==> config.mk <==
export PLATFORM = sky130hd
export DESIGN_NAME = lsu_mc_param
export DESIGN_NICKNAME = d
export VERILOG_FILES = /design/src/rtl/lsu_pkg.sv /design/src/rtl/lsu_lane_align.sv /design/src/rtl/lsu_mc_param.sv
export SDC_FILE = /design/constraint.sdc
export NUM_CORES = 1
export LEC_CHECK = 0
export ABC_AREA = 0
export BUFFER_PORTS_ARGS = -buffer_cell sky130_fd_sc_hd__buf_2
export CORE_MARGIN = 2
export CORE_UTILIZATION = 40
export CTS_CLUSTER_DIAMETER = 150
export DETAILED_ROUTE_END_ITERATION = 10
export PLACE_DENSITY = 0.7
export SYNTH_ARGS = -nofsm -noshare
export SYNTH_HDL_FRONTEND = slang
export SYNTH_SLANG_ARGS = --single-unit
export TNS_END_PERCENT = 30
==> constraint.sdc <==
create_clock -name clk -period 8.49 [get_ports clk]
set_clock_uncertainty 0.1 [all_clocks]
set_input_delay 0.849 -clock clk [delete_from_list [all_inputs] [get_ports clk]]
set_output_delay 0.849 -clock clk [all_outputs]
set_load 0.05 [all_outputs]
==> src/rtl/lsu_pkg.sv <==
// Shared FSM encodings, size codes and bus-geometry helpers for the load/store unit.
package lsu_pkg;

    localparam logic [2:0] StIdle = 3'd0;
    localparam logic [2:0] StReq0 = 3'd1;
    localparam logic [2:0] StRw0  = 3'd2;
    localparam logic [2:0] StReq1 = 3'd3;
    localparam logic [2:0] StRw1  = 3'd4;
    localparam logic [2:0] StResp = 3'd5;

    localparam logic [1:0] SzByte   = 2'd0;
    localparam logic [1:0] SzHalf   = 2'd1;
    localparam logic [1:0] SzWord   = 2'd2;
    localparam logic [1:0] SzDouble = 2'd3;

    function automatic int unsigned lsu_nb(input int unsigned data_w);
        return data_w / 8;
    endfunction

    function automatic int unsigned lsu_log2_nb(input int unsigned data_w);
        return $clog2(data_w / 8);
    endfunction

endpackage

==> src/rtl/lsu_lane_align.sv <==
// Combinational byte-lane steering: beat strobes, store data rotation, load shift and extend.
module lsu_lane_align #(
    parameter int unsigned DATA_W = 32
) (
    input  logic [2:0]          off_i,
    input  logic [1:0]          size_i,
    input  logic                unsigned_i,
    input  logic [DATA_W-1:0]   wdata_i,
    input  logic [DATA_W-1:0]   beat0_i,
    input  logic [DATA_W-1:0]   beat1_i,
    output logic [DATA_W/8-1:0] strb0_o,
    output logic [DATA_W/8-1:0] strb1_o,
    output logic [DATA_W-1:0]   wdata0_o,
    output logic [DATA_W-1:0]   wdata1_o,
    output logic [DATA_W-1:0]   rdata_o
);

    localparam int unsigned NB = DATA_W / 8;

    logic [2*NB-1:0]     mask_w;
    logic [2*NB-1:0]     strb_w;
    logic [2*DATA_W-1:0] wrot;
    logic [DATA_W-1:0]   rsh;
    logic                sign;
    int                  nbits;

    always_comb begin
        mask_w = '0;
        for (int i = 0; i < 2 * NB; i++) begin
            mask_w[i] = (i < (1 << size_i));
        end
        strb_w   = mask_w << off_i;
        strb0_o  = strb_w[NB-1:0];
        strb1_o  = strb_w[2*NB-1:NB];

        // Upper half starts at zero and off*8 < DATA_W, so the rotate never wraps.
        wrot     = {{DATA_W{1'b0}}, wdata_i} << {off_i, 3'b000};
        wdata0_o = wrot[DATA_W-1:0];
        wdata1_o = wrot[2*DATA_W-1:DATA_W];

        rsh   = DATA_W'({beat1_i, beat0_i} >> {off_i, 3'b000});
        nbits = 8 << size_i;
        if (nbits > int'(DATA_W)) begin
            nbits = int'(DATA_W);
        end
        sign = 1'b0;
        for (int i = 0; i < int'(DATA_W); i++) begin
            if (i == nbits - 1) begin
                sign = rsh[i];
            end
        end
        rdata_o = '0;
        for (int i = 0; i < int'(DATA_W); i++) begin
            rdata_o[i] = (i < nbits) ? rsh[i] : (sign & ~unsigned_i);
        end
    end

endmodule

==> src/rtl/lsu_mc_param.sv <==
// Multi-cycle load/store unit: splits bus-word-crossing accesses into two beats and keeps perf counts.
module lsu_mc_param
    import lsu_pkg::*;
#(
    parameter int unsigned DATA_W      = 32,
    parameter bit          MISALIGN_EN = 1'b1
) (
    input  logic                clk,
    input  logic                rst,
    input  logic                req_valid,
    output logic                req_ready,
    input  logic                req_we,
    input  logic [1:0]          req_size,
    input  logic                req_unsigned,
    input  logic [31:0]         req_addr,
    input  logic [DATA_W-1:0]   req_wdata,
    output logic                resp_valid,
    input  logic                resp_ready,
    output logic [DATA_W-1:0]   resp_rdata,
    output logic                resp_err,
    output logic [31:0]         Address,
    output logic                MemWrite,
    output logic                MemRead,
    output logic [DATA_W-1:0]   Write_data,
    output logic [DATA_W/8-1:0] Write_strb,
    input  logic                Mem_Req_Ready,
    input  logic [DATA_W-1:0]   Read_data,
    input  logic                Read_data_Valid,
    output logic                Read_data_Ready,
    output logic [31:0]         perf_ld_cycles,
    output logic [31:0]         perf_st_cycles,
    output logic [31:0]         perf_split
);

    localparam int unsigned NB     = lsu_nb(DATA_W);
    localparam int unsigned LOG2NB = lsu_log2_nb(DATA_W);

    logic [2:0]        state_q, state_d;
    logic [31:0]       addr_q, addr_d;
    logic [1:0]        size_q, size_d;
    logic              we_q, we_d;
    logic              uns_q, uns_d;
    logic              split_q, split_d;
    logic              err_q, err_d;
    logic [DATA_W-1:0] wdata_q, wdata_d;
    logic [DATA_W-1:0] beat0_q, beat0_d;
    logic [DATA_W-1:0] beat1_q, beat1_d;
    logic [31:0]       perf_ld_q, perf_ld_d;
    logic [31:0]       perf_st_q, perf_st_d;
    logic [31:0]       perf_split_q, perf_split_d;

    logic [2:0]        off_in, off_q;
    logic              split_in, size_bad, err_in;
    logic              in_req, in_rw;
    logic [31:0]       base_addr;
    logic [NB-1:0]     strb0, strb1;
    logic [DATA_W-1:0] wdata0, wdata1, ext_rdata;

    always_comb begin
        off_in   = req_addr[2:0] & 3'(NB - 1);
        split_in = ({1'b0, off_in} + (4'd1 << req_size)) > 4'(NB);
        size_bad = req_size > 2'(LOG2NB);
        err_in   = size_bad | (split_in & !MISALIGN_EN);
        off_q    = addr_q[2:0] & 3'(NB - 1);
        base_addr = addr_q & ~32'(NB - 1);
        in_req   = (state_q == StReq0) || (state_q == StReq1);
        in_rw    = (state_q == StRw0) || (state_q == StRw1);
    end

    lsu_lane_align #(
        .DATA_W (DATA_W)
    ) u_lane_align (
        .off_i      (off_q),
        .size_i     (size_q),
        .unsigned_i (uns_q),
        .wdata_i    (wdata_q),
        .beat0_i    (beat0_q),
        .beat1_i    (split_q ? beat1_q : '0),
        .strb0_o    (strb0),
        .strb1_o    (strb1),
        .wdata0_o   (wdata0),
        .wdata1_o   (wdata1),
        .rdata_o    (ext_rdata)
    );

    always_comb begin
        state_d      = state_q;
        addr_d       = addr_q;
        size_d       = size_q;
        we_d         = we_q;
        uns_d        = uns_q;
        split_d      = split_q;
        err_d        = err_q;
        wdata_d      = wdata_q;
        beat0_d      = beat0_q;
        beat1_d      = beat1_q;
        perf_ld_d    = perf_ld_q;
        perf_st_d    = perf_st_q;
        perf_split_d = perf_split_q;

        case (state_q)
            StIdle: begin
                if (req_valid) begin
                    addr_d  = req_addr;
                    size_d  = req_size;
                    we_d    = req_we;
                    uns_d   = req_unsigned;
                    wdata_d = req_wdata;
                    split_d = split_in & ~err_in;
                    err_d   = err_in;
                    state_d = err_in ? StResp : StReq0;
                    if (split_in && !err_in) begin
                        perf_split_d = perf_split_q + 32'd1;
                    end
                end
            end
            StReq0: begin
                if (Mem_Req_Ready) begin
                    state_d = we_q ? (split_q ? StReq1 : StResp) : StRw0;
                end
            end
            StRw0: begin
                if (Read_data_Valid) begin
                    beat0_d = Read_data;
                    state_d = split_q ? StReq1 : StResp;
                end
            end
            StReq1: begin
                if (Mem_Req_Ready) begin
                    state_d = we_q ? StResp : StRw1;
                end
            end
            StRw1: begin
                if (Read_data_Valid) begin
                    beat1_d = Read_data;
                    state_d = StResp;
                end
            end
            StResp: begin
                if (resp_ready) begin
                    state_d = StIdle;
                end
            end
            default: state_d = StIdle;
        endcase

        if ((in_req || in_rw) && !we_q) begin
            perf_ld_d = perf_ld_q + 32'd1;
        end
        if (in_req && we_q) begin
            perf_st_d = perf_st_q + 32'd1;
        end
    end

    always_ff @(posedge clk or posedge rst) begin
        if (rst) begin
            state_q      <= StIdle;
            addr_q       <= '0;
            size_q       <= '0;
            we_q         <= 1'b0;
            uns_q        <= 1'b0;
            split_q      <= 1'b0;
            err_q        <= 1'b0;
            wdata_q      <= '0;
            beat0_q      <= '0;
            beat1_q      <= '0;
            perf_ld_q    <= '0;
            perf_st_q    <= '0;
            perf_split_q <= '0;
        end else begin
            state_q      <= state_d;
            addr_q       <= addr_d;
            size_q       <= size_d;
            we_q         <= we_d;
            uns_q        <= uns_d;
            split_q      <= split_d;
            err_q        <= err_d;
            wdata_q      <= wdata_d;
            beat0_q      <= beat0_d;
            beat1_q      <= beat1_d;
            perf_ld_q    <= perf_ld_d;
            perf_st_q    <= perf_st_d;
            perf_split_q <= perf_split_d;
        end
    end

    always_comb begin
        req_ready       = (state_q == StIdle);
        resp_valid      = (state_q == StResp);
        resp_err        = resp_valid & err_q;
        resp_rdata      = (resp_valid && !we_q && !err_q) ? ext_rdata : '0;
        Read_data_Ready = in_rw;
        MemRead         = in_req & ~we_q;
        MemWrite        = in_req & we_q;
        Address         = '0;
        Write_strb      = '0;
        Write_data      = '0;
        if (in_req) begin
            Address    = (state_q == StReq1) ? base_addr + 32'(NB) : base_addr;
            Write_strb = (state_q == StReq1) ? strb1 : strb0;
            if (we_q) begin
                Write_data = (state_q == StReq1) ? wdata1 : wdata0;
            end
        end
        perf_ld_cycles = perf_ld_q;
        perf_st_cycles = perf_st_q;
        perf_split     = perf_split_q;
    end

endmodule

==> results of run 1 <==
-- worst register-to-register path: stages, from the launching register on --
cell and delay (ns):
dfrtp_1 0.70, nand3b_1 0.22, buf_4 0.30, or3_1 0.46
nor4_2 0.55, nand4_1 0.19, xnor2_1 0.16
-- stage by stage --
step | power [mW] | setup WS, ns
6_report | 5.37 | 3.02
5_1_grt | 5.73 | 2.62
4_1_cts | 5.41 | 3.00
3_5_place_dp | 4.29 | 3.58
3_3_place_gp | 4.22 | 3.76
2_1_floorplan | 3.69 | 1.38
-- placed cells by master, fill, tap and decap left out, drive strengths merged, types with 37 or more instances in the layout --
master,n
clkbuf,38
a21oi,43
mux2i,51
xor2,46
buf,318
xnor2,73
mux2,68
nor3,56
nor2,124
nand2,256
o21ai,37
dfrtp,225
-- flip-flops by register name, indices dropped and copies added, names as in the netlist --
name and flops:
split_q 1, size_q 2, uns_q 1, we_q 1, perf_st_cycles 32, perf_split 32
err_q 1, beat0_q 32, beat1_q 24, addr_q 32, wdata_q 32, perf_ld_cycles 32
state_q 3
-- logic make-up (layout without fill, tap and decap cells) --
family,after synthesis,after routing,share of synthesized area
adder cells (fa/ha/maj),13,13,0.0135
AND/OR/NAND/NOR,610,610,0.227
multiplexers,127,127,0.116
flip-flops,225,225,0.447
other,2,11,0.000596
buffers and inverters,112,392,0.0374
AO/OA/AOI/OAI,152,152,0.0767
XOR/XNOR,119,119,0.0827
-- area by class of cell --
cell class	count	area, sq um	area share
Clock buffer	38	797	0.0522
Inverter	27	109	0.00713
Sequential cell	225	5640	0.369
Tap cell	402	503	0.0329
Clock inverter	9	51.3	0.00336
Multi-Input combinational cell	1026	6530	0.428
Antenna cell	6	15.0	0.000983
Timing Repair Buffer	318	1620	0.106
-- report_power, final --
part / internal, mW / leakage (nW) / switching, mW
logic: 0.864 / 4.22 / 1.55
registers: 1.41 / 2.88 / 0.445
clock network: 0.648 / 0.425 / 0.453
total: 2.92 / 7.53 / 2.45
-- routing by layer --
| metal | routed length, um | track usage | vias up | part of all wire |
|---|---|---|---|---|
| met5 | 78 | 0 | - | 0.0022 |
| met4 | 901 | 0.0605 | 12 | 0.026 |
| met3 | 2940 | 0.0638 | 81 | 0.083 |
| met2 | 16900 | 0.355 | 356 | 0.48 |
| met1 | 14500 | 0.260 | 5316 | 0.41 |
| li1 | - | - | 5198 | - |
-- how the worst min path moves through the flow --
stage                    endpoint  cells after the start  slack [ns]           start
2_1_floorplan         wdata_q[16]                      2        0.36     wdata_q[16]
3_3_place_gp       perf_split[31]                      1        0.35  perf_split[31]
3_5_place_dp       perf_split[31]                      1        0.35  perf_split[31]
4_1_cts         perf_st_cycles[3]                      2        0.31             rst
5_1_grt        perf_st_cycles[19]                      2        0.33             rst
6_report       perf_st_cycles[20]                      2        0.30             rst
==> summary.txt, run 1 <==
Post-Syn Instances = 1,360
Max Cap Viol = 0
RSZ-0062 raised after global routing = no
status = finished clean
Peak VDD IR = 0.216 mV
RePlAce Congestion = 0.838
Synth top area share = 0.447
Total Wirelength = 35.2 mm
DR vias = 10,963
DP Wirelength = 24.9 mm
crit path max fanout = 19
fin cells = 2,051
layout cells sized above 1 = 0.283
Critical path buffers and inverters = 3
synth top area cells = dfrtp_1 (45%), nand2_1 (7.6%), mux2_2 (6.1%), xnor2_1 (5.1%), mux2i_1 (4.0%)
H-tree Lvls = 1
Starting Density = 0.403
crit path from = size_q[1]
fill cell count = 2,944
stages on the worst setup path = 13
FFs w/ async S/R, synth = 1.00
smallest hold slack = 0.300 ns
Ports = 308
Fin. Hold Viols = 0
Pins Over Slew Limit = 0
die height = 182 um
CTS hold repair buffers = 0
vias in the first global route = 10,741
fin nets = 1,743
Syn Std Cell Area = 12,600 sq um
crit-path cells = inv_1 -> nand2_1 -> ha_1 -> inv_1 -> ha_1 -> or2_2 -> ha_1 -> nor4b_1 -> and4_1 -> a221oi_2 -> a21oi_2 -> a211oi_1 -> buf_2
area leader, netlist = dfrtp_1
Area Overhead vs Synth = 21.1%
max incr delay on CP = 0.74 ns
Seq/Total Area, Yosys = 0.447
Peak Freq = 183 MHz
Final min period = 5.47 ns
Cell Pwr Density = 352 nW/um^2
final instance area = 15,300 sq um
Crit Reg-Reg Startpoint = state_q[0]
global-route wire length before repair = 56.6 mm
initial antenna violation count = 12
chip width = 182 um
Core Util, Final = 0.488
Min-Delay Path Class = in2async
post-synthesis register bit count = 225
Reg2Reg Depth = 6
Antenna Violating Nets Remaining = 0
GRT overflow = 0
GR Util All Layers = 0.210
TritonCTS clock tree = yes
1st-pass router iterations = 5
CTS root buf = clkbuf_16
Worst path slowest cell = dfrtp_1
DR WL/cell = 17.2 um
Via density = 5.35
final setup fails = 0
Post-synth EDFFs = 0
CP Data Arrival Time = 4.53 ns
max_slew headroom = 0.277
CTS sink count = 225
post-synth cell types = 64
CTS buffer count = 26
Leak = 7.53 nW
Worst Path Required = 7.54 ns
FP Rows = 65
top cells by count, synth = nand2_1 (256), dfrtp_1 (225), nor2_1 (124), xnor2_1 (73), mux2_2 (68)
# Post-CTS Setup Buffers = 0
drt drc = 0
crit share post-route = 0.645
FF-to-FF End = perf_st_cycles[25]
WS Path Type = reg2out
CP most frequent cell = ha_1
startpoint types = flip-flop
Avg Cell Area, Syn = 9.27 sq um
DP Area = 14,400 sq um
# port buffers = 305
placed cells = 1,998
post_cts resized = 0
DR iter-0 viols = 710
worst setup path end = resp_rdata[23]
dominant synthesized flop cell = dfrtp_1
largest net degree at the start of global routing = 102
clk buf depth = 3
critical path endpoint category = output port
Final TNS setup = 0 ns
Clock Latency Late Sink = 0.53 ns
worst-margin pin slew = 1.08 ns
Syn. warnings = 0
Core Area = 31,300 sq um
Reg2Reg Setup Slack = 5.70 ns
CP delay by family, top = compound AO/OA/AOI/OAI gates
clock-pin transition on the worst setup and hold timing paths = 0.06 ns
most frequent cell after synthesis = nand2_1
DIE AREA = 33,000 sq um
Note: power is estimated with default switching activity, not from simulation.
==> run 2, diff against run 1 <==
--- a/config.mk
+++ b/config.mk
@@ -11,7 +11,7 @@
 export CORE_UTILIZATION = 40
 export CTS_CLUSTER_DIAMETER = 150
 export DETAILED_ROUTE_END_ITERATION = 10
-export PLACE_DENSITY = 0.7
+export PLACE_DENSITY = 0.72
 export SYNTH_ARGS = -nofsm -noshare
 export SYNTH_HDL_FRONTEND = slang
 export SYNTH_SLANG_ARGS = --single-unit
==> constraint.sdc (replaced) <==
create_clock -name clk -period 4.4 [get_ports clk]
set_clock_uncertainty 0.1 [all_clocks]
set_input_delay 0.44 -clock clk [delete_from_list [all_inputs] [get_ports clk]]
set_output_delay 0.44 -clock clk [all_outputs]
set_load 0.05 [all_outputs]
==> run 2 against run 1 <==
The flow now finishes with violations (negative hold slack); clock-buffer cell count is the same; sequential share of layout area down 1.2 points; total power rose by 99%; critical path type unchanged; largest cell class unchanged.
==> summary.txt, run 2 (synthesis gave the netlist of run 1 again) <==
Final min period = 4.13 ns
WS Path Type = reg2out (unchanged)
GRT overflow = 0 (unchanged)
failing checks = negative hold slack
Fin. Hold Viols = 18 (was 0)
crit path max fanout = 16 (was 19)
CP Data Arrival Time = 3.59 ns (was 4.53 ns)
clock-pin transition on the worst setup and hold timing paths = 0.06 ns (about the same)
Area Overhead vs Synth = 25.1% (was 21.1%)
Peak VDD IR = 0.412 mV (was 0.216 mV)
commonest non-fill, non-tap cell in the layout = buf_2 (unchanged)
DP Area = 14,500 sq um (was 14,400 sq um)
1st-pass router iterations = 4 (was 5)
vias in the first global route = 11,235 (was 10,741)
largest net degree at the start of global routing = 134 (was 102)
Clock Latency Late Sink = 0.53 ns (about the same)
Reg2Reg Depth = 5 (was 6)
die height = 182 um (unchanged)
DR WL/cell = 17.2 um (about the same)
CTS root buf = clkbuf_16 (unchanged)
final instance area = 15,800 sq um (was 15,300 sq um)
Max Cap Viol = 0 (unchanged)
# port buffers = 305 (unchanged)
CTS buffer count = 27 (was 26)
chip width = 182 um (unchanged)
TritonCTS clock tree = yes (unchanged)
Via density = 5.35 (about the same)
# Post-CTS Setup Buffers = 0 (unchanged)
Core Area = 31,300 sq um (unchanged)
Peak Freq = 242 MHz
FP Rows = 65 (unchanged)
RSZ-0062 raised after global routing = no (unchanged)
Min-Delay Path Class = in2async (unchanged)
global-route wire length before repair = 58.4 mm (was 56.6 mm)
fin nets = 1,784 (was 1,743)
DR vias = 11,193 (was 10,963)
Pins Over Slew Limit = 0 (unchanged)
initial antenna violation count = 10 (was 12)
smallest hold slack = -0.0348 ns (was 0.300 ns)
DR iter-0 viols = 775 (was 710)
clk buf depth = 3 (unchanged)
layout cells sized above 1 = 0.282 (was 0.283)
max_slew headroom = 0.408 (was 0.277)
GR Util All Layers = 0.215 (was 0.210)
Core Util, Final = 0.504 (was 0.488)
commonest non-fill, non-tap cells in the layout = buf_2 (304), nand2_1 (256), dfrtp_1 (221) (was buf_2 (305), nand2_1 (256), dfrtp_1 (223))
CTS sink count = 225 (unchanged)
DIE AREA = 33,000 sq um (unchanged)
worst setup margin = 0.272 ns (was 3.02 ns)
critical path endpoint category = output port (unchanged)
Place WS = 0.534 ns (was 3.58 ns)
Cell Pwr Density = 676 nW/um^2 (was 352 nW/um^2)
Crit Reg-Reg Startpoint = state_q[0] (unchanged)
FF-to-FF End = perf_st_cycles[31] (was perf_st_cycles[25])
RePlAce Congestion = 0.836 (was 0.838)
fill cell count = 2,878 (was 2,944)
drt drc = 0 (unchanged)
Worst Path Required = 3.86 ns (was 7.54 ns)
DP Wirelength = 25.3 mm (was 24.9 mm)
Antenna Violating Nets Remaining = 0 (unchanged)
Leak = 7.74 nW (was 7.53 nW)
worst-margin pin slew = 0.888 ns (was 1.08 ns)
Reg2Reg Setup Slack = 1.70 ns (was 5.70 ns)
Starting Density = 0.403 (unchanged)
Total Wirelength = 35.9 mm (was 35.2 mm)
Ports = 308 (unchanged)
crit share post-route = 0.938
H-tree Lvls = 1 (unchanged)
final setup fails = 0 (unchanged)
status = finished, violations left (was finished clean)
startpoint types = flip-flop (unchanged)
==> run 2: per-stage QoR <==
stage                     power, mW  std cells  hold slack, ns  TNS (ns)
after floorplan                7.11       1363           0.361         0
after CTS                      10.7       2088       0.0000759   -0.0121
after global routing           11.4       2092         0.00636         0
after global placement         8.20       2003           0.353         0
final                          10.7       2093         -0.0348         0
after detailed placement       8.31       2003           0.352         0
==> run 2: how the worst max path moves through the flow <==
| stage | startpoint | to | slack [ns] | depth (start not counted) |
|---|---|---|---|---|
| after floorplan | size_q[1] | resp_rdata[23] | 0.37 | 13 |
| after global placement | size_q[0] | resp_rdata[23] | 0.67 | 12 |
| after detailed placement | size_q[0] | resp_rdata[23] | 0.53 | 12 |
| after CTS | size_q[1] | resp_rdata[23] | -0.01 | 12 |
| after global routing | size_q[0] | resp_rdata[23] | 0.08 | 12 |
| final | size_q[0] | resp_rdata[23] | 0.27 | 12 |
==> run 2: cell type report <==
type                    instances  area, sq um  area share
diodes                          5         12.5    0.000793
clock buffers                  38          777      0.0493
inverters                      27          105     0.00666
repair buffers                358         2030       0.128
well taps                     402          503      0.0319
clock inverters                12          149     0.00944
multi-input cells            1026         6560       0.416
flip-flops and latches        225         5640       0.358
==> run 2: critical path: stages (launching register included) <==
cell and delay (ns):
dfrtp_2 0.45, or2_2 0.20, ha_1 0.16, inv_1 0.04, ha_1 0.17, or2_2 0.30, ha_1 0.21, nor4b_1 0.13
and4_1 0.24, a221oi_4 0.37, a21oi_4 0.22, a211oi_2 0.32, buf_4 0.25
==> run 2: per-layer routing <==
metal | GRT usage | wire (um) | up-vias
met5 | 0 | 49 | -
met4 | 0.0816 | 1380 | 8
met3 | 0.0552 | 2430 | 99
met2 | 0.361 | 17000 | 372
met1 | 0.267 | 15100 | 5407
li1 | - | - | 5307
==> run 2: what timing repair did <==
action                                  4_1_cts  5_1_grt
gates resized for setup                       3        5
cloned                                        0        0
hold endpoints to repair                     35        0
hold buffers                                 35        0
endpoints found under the setup margin        8        9
==> run 2: report_power, final <==
group | internal [mW] | leakage, nW | total [mW] | switching (mW)
Combinational | 1.72 | 4.40 | 4.86 | 3.14
Sequential | 2.72 | 2.88 | 3.51 | 0.787
Clock | 1.41 | 0.462 | 2.30 | 0.895
